`src/rtl/reg_arb_pkg.sv`:
```
// Shared definitions for the register bank arbiter: default widths,
// owner state encoding, read-return tag encoding and round-robin priority.
package reg_arb_pkg;

    localparam int DEF_ADDR_W   = 8;
    localparam int DEF_DATA_W   = 8;
    localparam int DEF_LOCK_MAX = 16;

    typedef enum logic [1:0] {
        OWN_NONE     = 2'd0,
        OWN_A        = 2'd1,
        OWN_B_LOCKED = 2'd2
    } owner_e;

    typedef enum logic [1:0] {
        TAG_NONE = 2'd0,
        TAG_A    = 2'd1,
        TAG_B    = 2'd2
    } rd_tag_e;

    typedef enum logic {
        PRIO_A = 1'b0,
        PRIO_B = 1'b1
    } prio_e;

endpackage

```
`src/rtl/arb_lock_timer.sv`:
```
// Counts B grants issued under a lock and flags the beat that uses up the
// last allowed slot, so the owner FSM can hand the bank back to A.
module arb_lock_timer #(
    parameter  int LOCK_MAX = 16,
    localparam int CNT_W    = $clog2(LOCK_MAX + 1)
) (
    input  logic clk,
    input  logic rstn,
    input  logic count,
    input  logic clear,
    output logic lock_last
);

    logic [CNT_W-1:0] lock_cnt;

    // Lock beat counter: clear wins over count, saturates at LOCK_MAX.
    always_ff @(posedge clk or negedge rstn) begin
        if (!rstn) begin
            lock_cnt <= '0;
        end else if (clear) begin
            lock_cnt <= '0;
        end else if (count && (lock_cnt != CNT_W'(LOCK_MAX))) begin
            lock_cnt <= lock_cnt + 1'b1;
        end
    end

    assign lock_last = (lock_cnt == CNT_W'(LOCK_MAX - 1));

endmodule

```
`src/rtl/reg_access_arbiter.sv`:
```
// Two-master arbiter for the single-port register bank. A is the I2C slave
// controller, B the internal monitor logic. One access per cycle, round-robin
// on ties, optional B lock for atomic multi-byte updates bounded by LOCK_MAX.
module reg_access_arbiter
    import reg_arb_pkg::*;
#(
    parameter int ADDR_W   = DEF_ADDR_W,
    parameter int DATA_W   = DEF_DATA_W,
    parameter int LOCK_MAX = DEF_LOCK_MAX
) (
    input  logic              clk,
    input  logic              rstn,
    input  logic              a_req,
    input  logic              a_we,
    input  logic [ADDR_W-1:0] a_addr,
    input  logic [DATA_W-1:0] a_wdata,
    output logic              a_gnt,
    output logic              a_rvalid,
    output logic [DATA_W-1:0] a_rdata,
    output logic              a_stall,
    input  logic              b_req,
    input  logic              b_lock,
    input  logic              b_we,
    input  logic [ADDR_W-1:0] b_addr,
    input  logic [DATA_W-1:0] b_wdata,
    output logic              b_gnt,
    output logic              b_rvalid,
    output logic [DATA_W-1:0] b_rdata,
    output logic              bank_en,
    output logic              bank_we,
    output logic [ADDR_W-1:0] bank_addr,
    output logic [DATA_W-1:0] bank_wdata,
    input  logic [DATA_W-1:0] bank_rdata
);

    owner_e            owner_q, owner_d;
    prio_e             prio_q, prio_d;
    rd_tag_e           rd_tag_q, rd_tag_d;
    logic              a_win, b_win;
    logic              lock_count, lock_clear, lock_last;
    logic [DATA_W-1:0] a_rdata_q, b_rdata_q;

    arb_lock_timer #(.LOCK_MAX(LOCK_MAX)) u_lock_timer (
        .clk       (clk),
        .rstn      (rstn),
        .count     (lock_count),
        .clear     (lock_clear),
        .lock_last (lock_last)
    );

    // State register: owner, round-robin priority and read-return tag.
    always_ff @(posedge clk or negedge rstn) begin
        if (!rstn) begin
            owner_q  <= OWN_NONE;
            prio_q   <= PRIO_A;
            rd_tag_q <= TAG_NONE;
        end else begin
            owner_q  <= owner_d;
            prio_q   <= prio_d;
            rd_tag_q <= rd_tag_d;
        end
    end

    // Next state: lock entry/exit, priority flip on ties, read tag for the return.
    always_comb begin
        owner_d    = owner_q;
        prio_d     = prio_q;
        lock_count = 1'b0;
        lock_clear = 1'b0;
        rd_tag_d   = TAG_NONE;
        if (a_gnt && !a_we) begin
            rd_tag_d = TAG_A;
        end else if (b_gnt && !b_we) begin
            rd_tag_d = TAG_B;
        end
        case (owner_q)
            OWN_B_LOCKED: begin
                if (b_gnt && b_lock && !lock_last) begin
                    lock_count = 1'b1;
                end else if (b_gnt || a_gnt || !b_req) begin
                    owner_d    = OWN_NONE;
                    prio_d     = PRIO_A;
                    lock_clear = 1'b1;
                end
            end
            default: begin
                if (a_gnt && b_req) begin
                    prio_d = PRIO_B;
                end else if (b_gnt && a_req) begin
                    prio_d = PRIO_A;
                end
                if (b_gnt && b_lock) begin
                    owner_d    = OWN_B_LOCKED;
                    lock_count = 1'b1;
                end else if (a_gnt) begin
                    owner_d = OWN_A;
                end else if (b_gnt) begin
                    owner_d = OWN_NONE;
                end
            end
        endcase
    end

    // Outputs: pick the winner, gate strobes with reset, mux the bank fields.
    always_comb begin
        a_win = 1'b0;
        b_win = 1'b0;
        if (owner_q == OWN_B_LOCKED) begin
            if (b_req && (b_lock || !a_req)) begin
                b_win = 1'b1;
            end else if (a_req) begin
                a_win = 1'b1;
            end
        end else begin
            if (a_req && (!b_req || (prio_q == PRIO_A))) begin
                a_win = 1'b1;
            end else if (b_req) begin
                b_win = 1'b1;
            end
        end
        a_gnt      = a_win && rstn;
        b_gnt      = b_win && rstn;
        a_stall    = a_req && !a_gnt;
        bank_en    = a_gnt || b_gnt;
        bank_we    = a_gnt ? a_we : (b_gnt && b_we);
        bank_addr  = b_gnt ? b_addr : a_addr;
        bank_wdata = b_gnt ? b_wdata : a_wdata;
    end

    // Read data holding registers, loaded in the cycle each master's read returns.
    always_ff @(posedge clk or negedge rstn) begin
        if (!rstn) begin
            a_rdata_q <= '0;
            b_rdata_q <= '0;
        end else begin
            if (a_rvalid) begin
                a_rdata_q <= bank_rdata;
            end
            if (b_rvalid) begin
                b_rdata_q <= bank_rdata;
            end
        end
    end

    assign a_rvalid = (rd_tag_q == TAG_A);
    assign b_rvalid = (rd_tag_q == TAG_B);
    assign a_rdata  = a_rvalid ? bank_rdata : a_rdata_q;
    assign b_rdata  = b_rvalid ? bank_rdata : b_rdata_q;

endmodule

```
`config.mk`:
```
export PLATFORM = sky130hd
export DESIGN_NAME = reg_access_arbiter
export DESIGN_NICKNAME = d
export VERILOG_FILES = /design/src/rtl/reg_arb_pkg.sv /design/src/rtl/arb_lock_timer.sv /design/src/rtl/reg_access_arbiter.sv
export SDC_FILE = /design/constraint.sdc
export NUM_CORES = 1
export LEC_CHECK = 0
export CAP_MARGIN = 30
export CORE_MARGIN = 1.5
export CORE_UTILIZATION = 35
export CTS_BUF_LIST = sky130_fd_sc_hd__clkbuf_8
export CTS_CLUSTER_SIZE = 20
export DETAILED_ROUTE_END_ITERATION = 8
export PLACE_DENSITY = 0.78
export SLEW_MARGIN = 25
export SYNTH_ARGS = -nofsm -noshare
export SYNTH_HDL_FRONTEND = slang
export SYNTH_SLANG_ARGS = --single-unit
```
`constraint.sdc`:
```
create_clock -name clk -period 4.4 [get_ports clk]
set_input_delay 0.88 -clock clk [delete_from_list [all_inputs] [get_ports clk]]
set_output_delay 0.88 -clock clk [all_outputs]
set_load 0.01 [all_outputs]
```
# After elaboration in Yosys (flattened, before gate mapping)
# Index checks and enable logic that the tools add are counted.
classes:
  addsub: 1
  eq_ne: 7
  mux: 34
  n_bitwise: 1
  reduce_logical: 28
ops:
  columns: ["op", "n"]
  rows:
  - ["$mux W8", 4]
  - ["$mux W1", 20]
  - ["$mux W2", 8]
  - ["$logic_and A1 B1 Y1", 13]
  - ["$mux W5", 2]
  - ["$logic_not A1 Y1", 6]
  - ["$reduce_and A3 Y1", 2]
  - ["$add A5 B1 Y5 const B", 1]
  - ["$eq A5 B4 Y1 const B", 1]
  - ["$ne A5 B5 Y1 const B", 1]
  - ["$eq A2 B2 Y1 const B", 2]
  - ["$logic_or A1 B1 Y1", 4]
  - ["$ne A2 B2 Y1 const B", 2]
  - ["$reduce_bool A4 Y1", 1]
  - ["$reduce_bool A3 Y1", 1]
  - ["$eq A2 B1 Y1 const B", 1]
  - ["$reduce_bool A2 Y1", 1]
  - ["$not A1 Y1", 1]
word_totals:
  regBits: 26
  elab_cells: 77

# Longest topological paths before layout
depth:
  word_depth: 13
  mapped_depth: 7

# Hierarchy
# A second synthesis with hierarchy kept.
unflattened:
  cells_unflattened: 122
  hier_area_um2: 1466.4
by_module_without_submodules:
  columns: ["module", "instances", "cells_each", "area_each_um2", "seq_area_each_um2"]
  rows:
  - ["reg_access_arbiter", 1, 92, 1173.6, 525.5]
  - ["arb_lock_timer", 1, 30, 292.8, 125.1]

# Worst setup path before layout
# OpenSTA, ideal clock, no wires.
synth_path:
  path_kind: "input -> output"
  start: "input port a_req"
  end: "output port bank_addr[1]"
  arrival_time_ns: 2.011
  slack_ns: 1.509
  stages: 4
  n_path_buf: 1
  path_cell_list: "and4bb_1 a311oi_4 buf_4 mux2_2"
synth_via:
  elab_chain_cells: 7
  word_cells_on_any_way: 9
  cone_classes: "mux (4); reduce/logical (5)"
synth_rtl:
  columns: ["element", "line_no", "rtl"]
  rows:
  - ["start: declaration", "reg_access_arbiter.sv:13", "input logic a_req,"]
  - ["$logic_not A1 Y1", "reg_access_arbiter.sv:109", "if (b_req && (b_lock || !a_req)) begin"]
  - ["$logic_or A1 B1 Y1", "reg_access_arbiter.sv:109", null]
  - ["$logic_and A1 B1 Y1", "reg_access_arbiter.sv:109", null]
  - ["$mux W1", "reg_access_arbiter.sv:109", null]
  - ["$mux W1 (*)", "reg_access_arbiter.sv:108", "if (owner_q == OWN_B_LOCKED) begin"]
  - ["$logic_and A1 B1 Y1 (*)", "reg_access_arbiter.sv:122", "b_gnt = b_win && rstn;"]
  - ["$mux W8 (*)", "reg_access_arbiter.sv:126", "bank_addr = b_gnt ? b_addr : a_addr;"]
  - ["end: declaration", "reg_access_arbiter.sv:31", "output logic [ADDR_W-1:0] bank_addr,"]
# Every way passes the cells marked *; elsewhere a longest branch is shown, timed or not.

# Worst setup path in the final report
layout_path:
  start: "input port a_req"
  end: "output port bank_wdata[3]"
layout_via:
  elab_chain_cells: 7
  word_cells_on_any_way: 9
  cone_classes: "mux (4); reduce/logical (5)"
layout_rtl:
  columns: ["element", "line_no", "rtl"]
  rows:
  - ["$logic_not A1 Y1", "reg_access_arbiter.sv:109", null]
  - ["$logic_or A1 B1 Y1", "reg_access_arbiter.sv:109", null]
  - ["$logic_and A1 B1 Y1", "reg_access_arbiter.sv:109", null]
  - ["$mux W1", "reg_access_arbiter.sv:109", null]
  - ["$mux W1 (*)", "reg_access_arbiter.sv:108", null]
  - ["$logic_and A1 B1 Y1 (*)", "reg_access_arbiter.sv:122", null]
  - ["$mux W8 (*)", "reg_access_arbiter.sv:127", "bank_wdata = b_gnt ? b_wdata : a_wdata;"]
  - ["end: declaration", "reg_access_arbiter.sv:32", "output logic [DATA_W-1:0] bank_wdata,"]
# Marked as above.

==> key figures <==
Clock network
  • CTS root buffer: clkbuf_8
  • Hold Buf Count CTS: 0
  • Clock sink count: 26
  • Num CTS Buffers: 3
  • Longest Clk Path Bufs: 2
  • Clk pin slew, worst setup/hold paths: 0.09 ns
  • Clk_lat worst skew: 0.27 ns
  • Post-CTS sizing: 0
  • CTS tree: yes
  • CTS H-tree lvls: 1
  • Post-CTS setup buffers: 0

Pwr
  • Maximum VDD drop: 0.322 mV
  • Leak pwr: 0.000989 uW
  • Seq pwr share: 0.373
  • Cell Int Power: 688 uW
  • Power per cell area: 424 nW/um^2
  • Tot Pwr: 1000 uW
  • Sw Ratio: 0.312
  • Combinational group share of total power: 0.497
  • Switching power: 312 uW
  • Clock Power Share: 0.130

Outcome
  • Status: finished, final reports clean

STA
  • Sum Neg Setup Slack: 0 ns
  • Hold Fails Final Rpt: 0
  • RSZ-0062 raised after global routing: false
  • Final period util: 0.906
  • Final count of negative-setup-slack endpoints: 0
  • FMAX: 251 MHz
  • Max Clock Skew: 0.0111 ns
  • Minimum clock period: 3.98 ns
  • Max Slew Vio Count: 0
  • Slew at the pin with the worst max-slew slack: 0.842 ns
  • Slew headroom: 0.438

Critical path
  • CP max-delay cell: clkdlybuf4s50_1
  • CP top delay family: buffers and inverters
  • Number of stages on the worst setup path: 6
  • Worst-path fanout max: 18
  • Kind of critical path: input port to primary output
  • CP Data Arrival Time: 3.10 ns
  • CP startpoint kind: input port
  • Crit path buffers/inverters: 3
  • Cell Chain, Critical Path: clkdlybuf4s50_1, and4bb_1, a311oi_4, buf_4, mux2_2, clkdlybuf4s50_1
  • Worst reg2reg endpoint: u_lock_timer.lock_cnt[1]$_DFFE_PN0P_
  • Crit end category: primary output
  • Reg2reg path depth: 7
  • R2R Setup Slk: 2.23 ns
  • CP max stage delay: 0.54 ns
  • Critical path data required time: 3.52 ns
  • Critical path's most frequent cell: clkdlybuf4s50_1
  • RR Startpoint: u_lock_timer.lock_cnt[0]$_DFFE_PN0P_

Yosys
  • Area of the mapped netlist: 1410 sq um
  • Most numerous cell in the Yosys netlist: mux2_2
  • Yosys reg bits: 26
  • Syn Inst Count: 116
  • Yosys cell types: 29
  • Commonest cells in the netlist: mux2_2 (33), dfrtp_1 (26), inv_1 (7)
  • Main flop type after synthesis: dfrtp_1
  • Post-synthesis xor/xnor area fraction: 0
  • Seq/Total Area, Yosys: 0.460
  • Syn nets: 166
  • Main combinational cell family by area after synthesis: multiplexers
  • Post-synthesis mux area share: 0.298
  • Complex-gate fraction of the synthesized area: 0.0814
  • Main area contributors after synthesis: dfrtp_1 (46%), mux2_2 (26%), mux2i_1 (3.5%), ha_1 (2.7%), o21ai_0 (2.1%)
  • Adder-cell share of the synthesized area: 0.0265
  • EDFF count, synth: 0
  • Simple-gate share of the synthesized area: 0.0929
  • Synth Warn #: 0
  • Fraction of registers with async set or reset after synthesis: 1.00
  • Synth top area share: 0.460
  • Post-synth top area cell: dfrtp_1
  • Avg Inst Size Synth: 12.2 sq um

Route
  • DRT antenna net count: 0
  • WL/cell: 15.7 microns
  • Vias: 1,220
  • Detailed Route Iter0 Violations: 67
  • WL final: 3930 microns
  • Vias per cell: 4.88
  • First-pass DRT Iterations: 4
  • DRC viols: 0

Layout
  • Layout area overhead: 66.7%
  • Ant. Diodes: 0
  • Layout filler cell count: 299
  • Multi-input logic area: 706 sq um
  • Fin nets: 254
  • Non-filler instance count after layout: 250
  • Util after Layout: 0.625
  • Share of cells above drive strength 1: 0.198
  • Register area: 651 sq um

Floorplanning
  • Die span in x: 66.6 microns
  • Top Ports: 86
  • Starting density of the core: 0.375
  • Total die area: 4430 sq um
  • Core area: 3770 sq um
  • Die H: 66.6 microns
  • FP Rows: 22

Worst hold path
  • Min-delay src: u_lock_timer.lock_cnt[3]$_DFFE_PN0P_
  • Hold Path Cell Cnt: 1
  • Hold Path End: u_lock_timer.lock_cnt[3]$_DFFE_PN0P_
  • Hold Path Class: flip-flop to flip-flop

Global routing
  • Vias in the first global route: 1,281
  • Antenna violations before repair: 0
  • Grt ovf: 0
  • GR met3 Demand/Resource: 0.0287
  • M1 GR Usage: 0.224
  • M2 GR Usage: 0.310
  • First-pass GRT wire length: 5970 microns
  • Largest net degree at the start of global routing: 31
  • Grt peak-use layer: met2
  • Gr usage total: 0.178

Job
  • Max Cap Violations: 0

Placement
  • GP Congestion: 0.825
  • Placed insts: 247
  • PortBufs: 85
  • HPWL Detailed: 3200 microns
-- worst max-delay path by stage --
stage	startpoint	endpoint	slack (ns)
after floorplan	a_req	bank_addr[1]	1.51
after global placement	a_req	bank_wdata[3]	0.48
after detailed placement	a_req	bank_wdata[3]	0.43
after CTS	a_req	bank_wdata[3]	0.42
after global routing	a_req	bank_wdata[3]	0.31
final	a_req	bank_wdata[3]	0.42
-- sequential cells by signal, summed over array words and instances (netlist names) --
register	cells
a_rdata_q	8
prio_q	1
rd_tag_q	2
owner_q	2
b_rdata_q	8
u_lock_timer.lock_cnt	5
-- cell type report --
class | instances | share of cell area
Clock buffer | 3 | 0.0175
Timing Repair Buffer | 88 | 0.370
Tap cell | 48 | 0.0255
Inverter | 7 | 0.0111
Sequential cell | 26 | 0.276
Multi-Input combinational cell | 78 | 0.299
-- cells by family (layout without fill, tap and decap cells) --
group	after synthesis	count (layout)
flip-flops	26	26
AND/OR/NAND/NOR	22	22
buffers and inverters	12	98
AO/OA/AOI/OAI	15	15
adder cells (fa/ha/maj)	3	3
multiplexers	38	38
-- power by group through the flow --
stage,combinational (uW),clock (uW),sequential (uW)
after floorplan,247,0,361
after global placement,488,0,368
after detailed placement,499,0,378
after CTS,503,134,373
after global routing,534,141,383
final,497,130,373
-- cells in the final DEF, fill, tap and decap left out, types with 4 or more instances in the layout --
cell type / n
inv_1: 7
mux2i_1: 5
o21ai_0: 6
dfrtp_1: 26
clkdlybuf4s50_1: 85
mux2_2: 33
nor2_1: 4
nor2b_1: 4
-- stage by stage --
step                setup WS [ns]  hold WS, ns  instance area (sq um)
floorplan                    1.51        0.454                   1410
finish                      0.415        0.500                   2360
CTS                         0.415        0.500                   2360
global route                0.315        0.510                   2360
detailed placement          0.430        0.482                   2320
global placement            0.477        0.479                   2320
-- routing by layer --
| layer | part of all wire | vias up |
|---|---|---|
| li1 | - | 587 |
| met1 | 0.40 | 603 |
| met2 | 0.56 | 26 |
| met4 | 0.013 | 0 |
| met3 | 0.030 | 4 |
| met5 | 0 | - |
No activity file was read; power rests on OpenSTA's default activity.
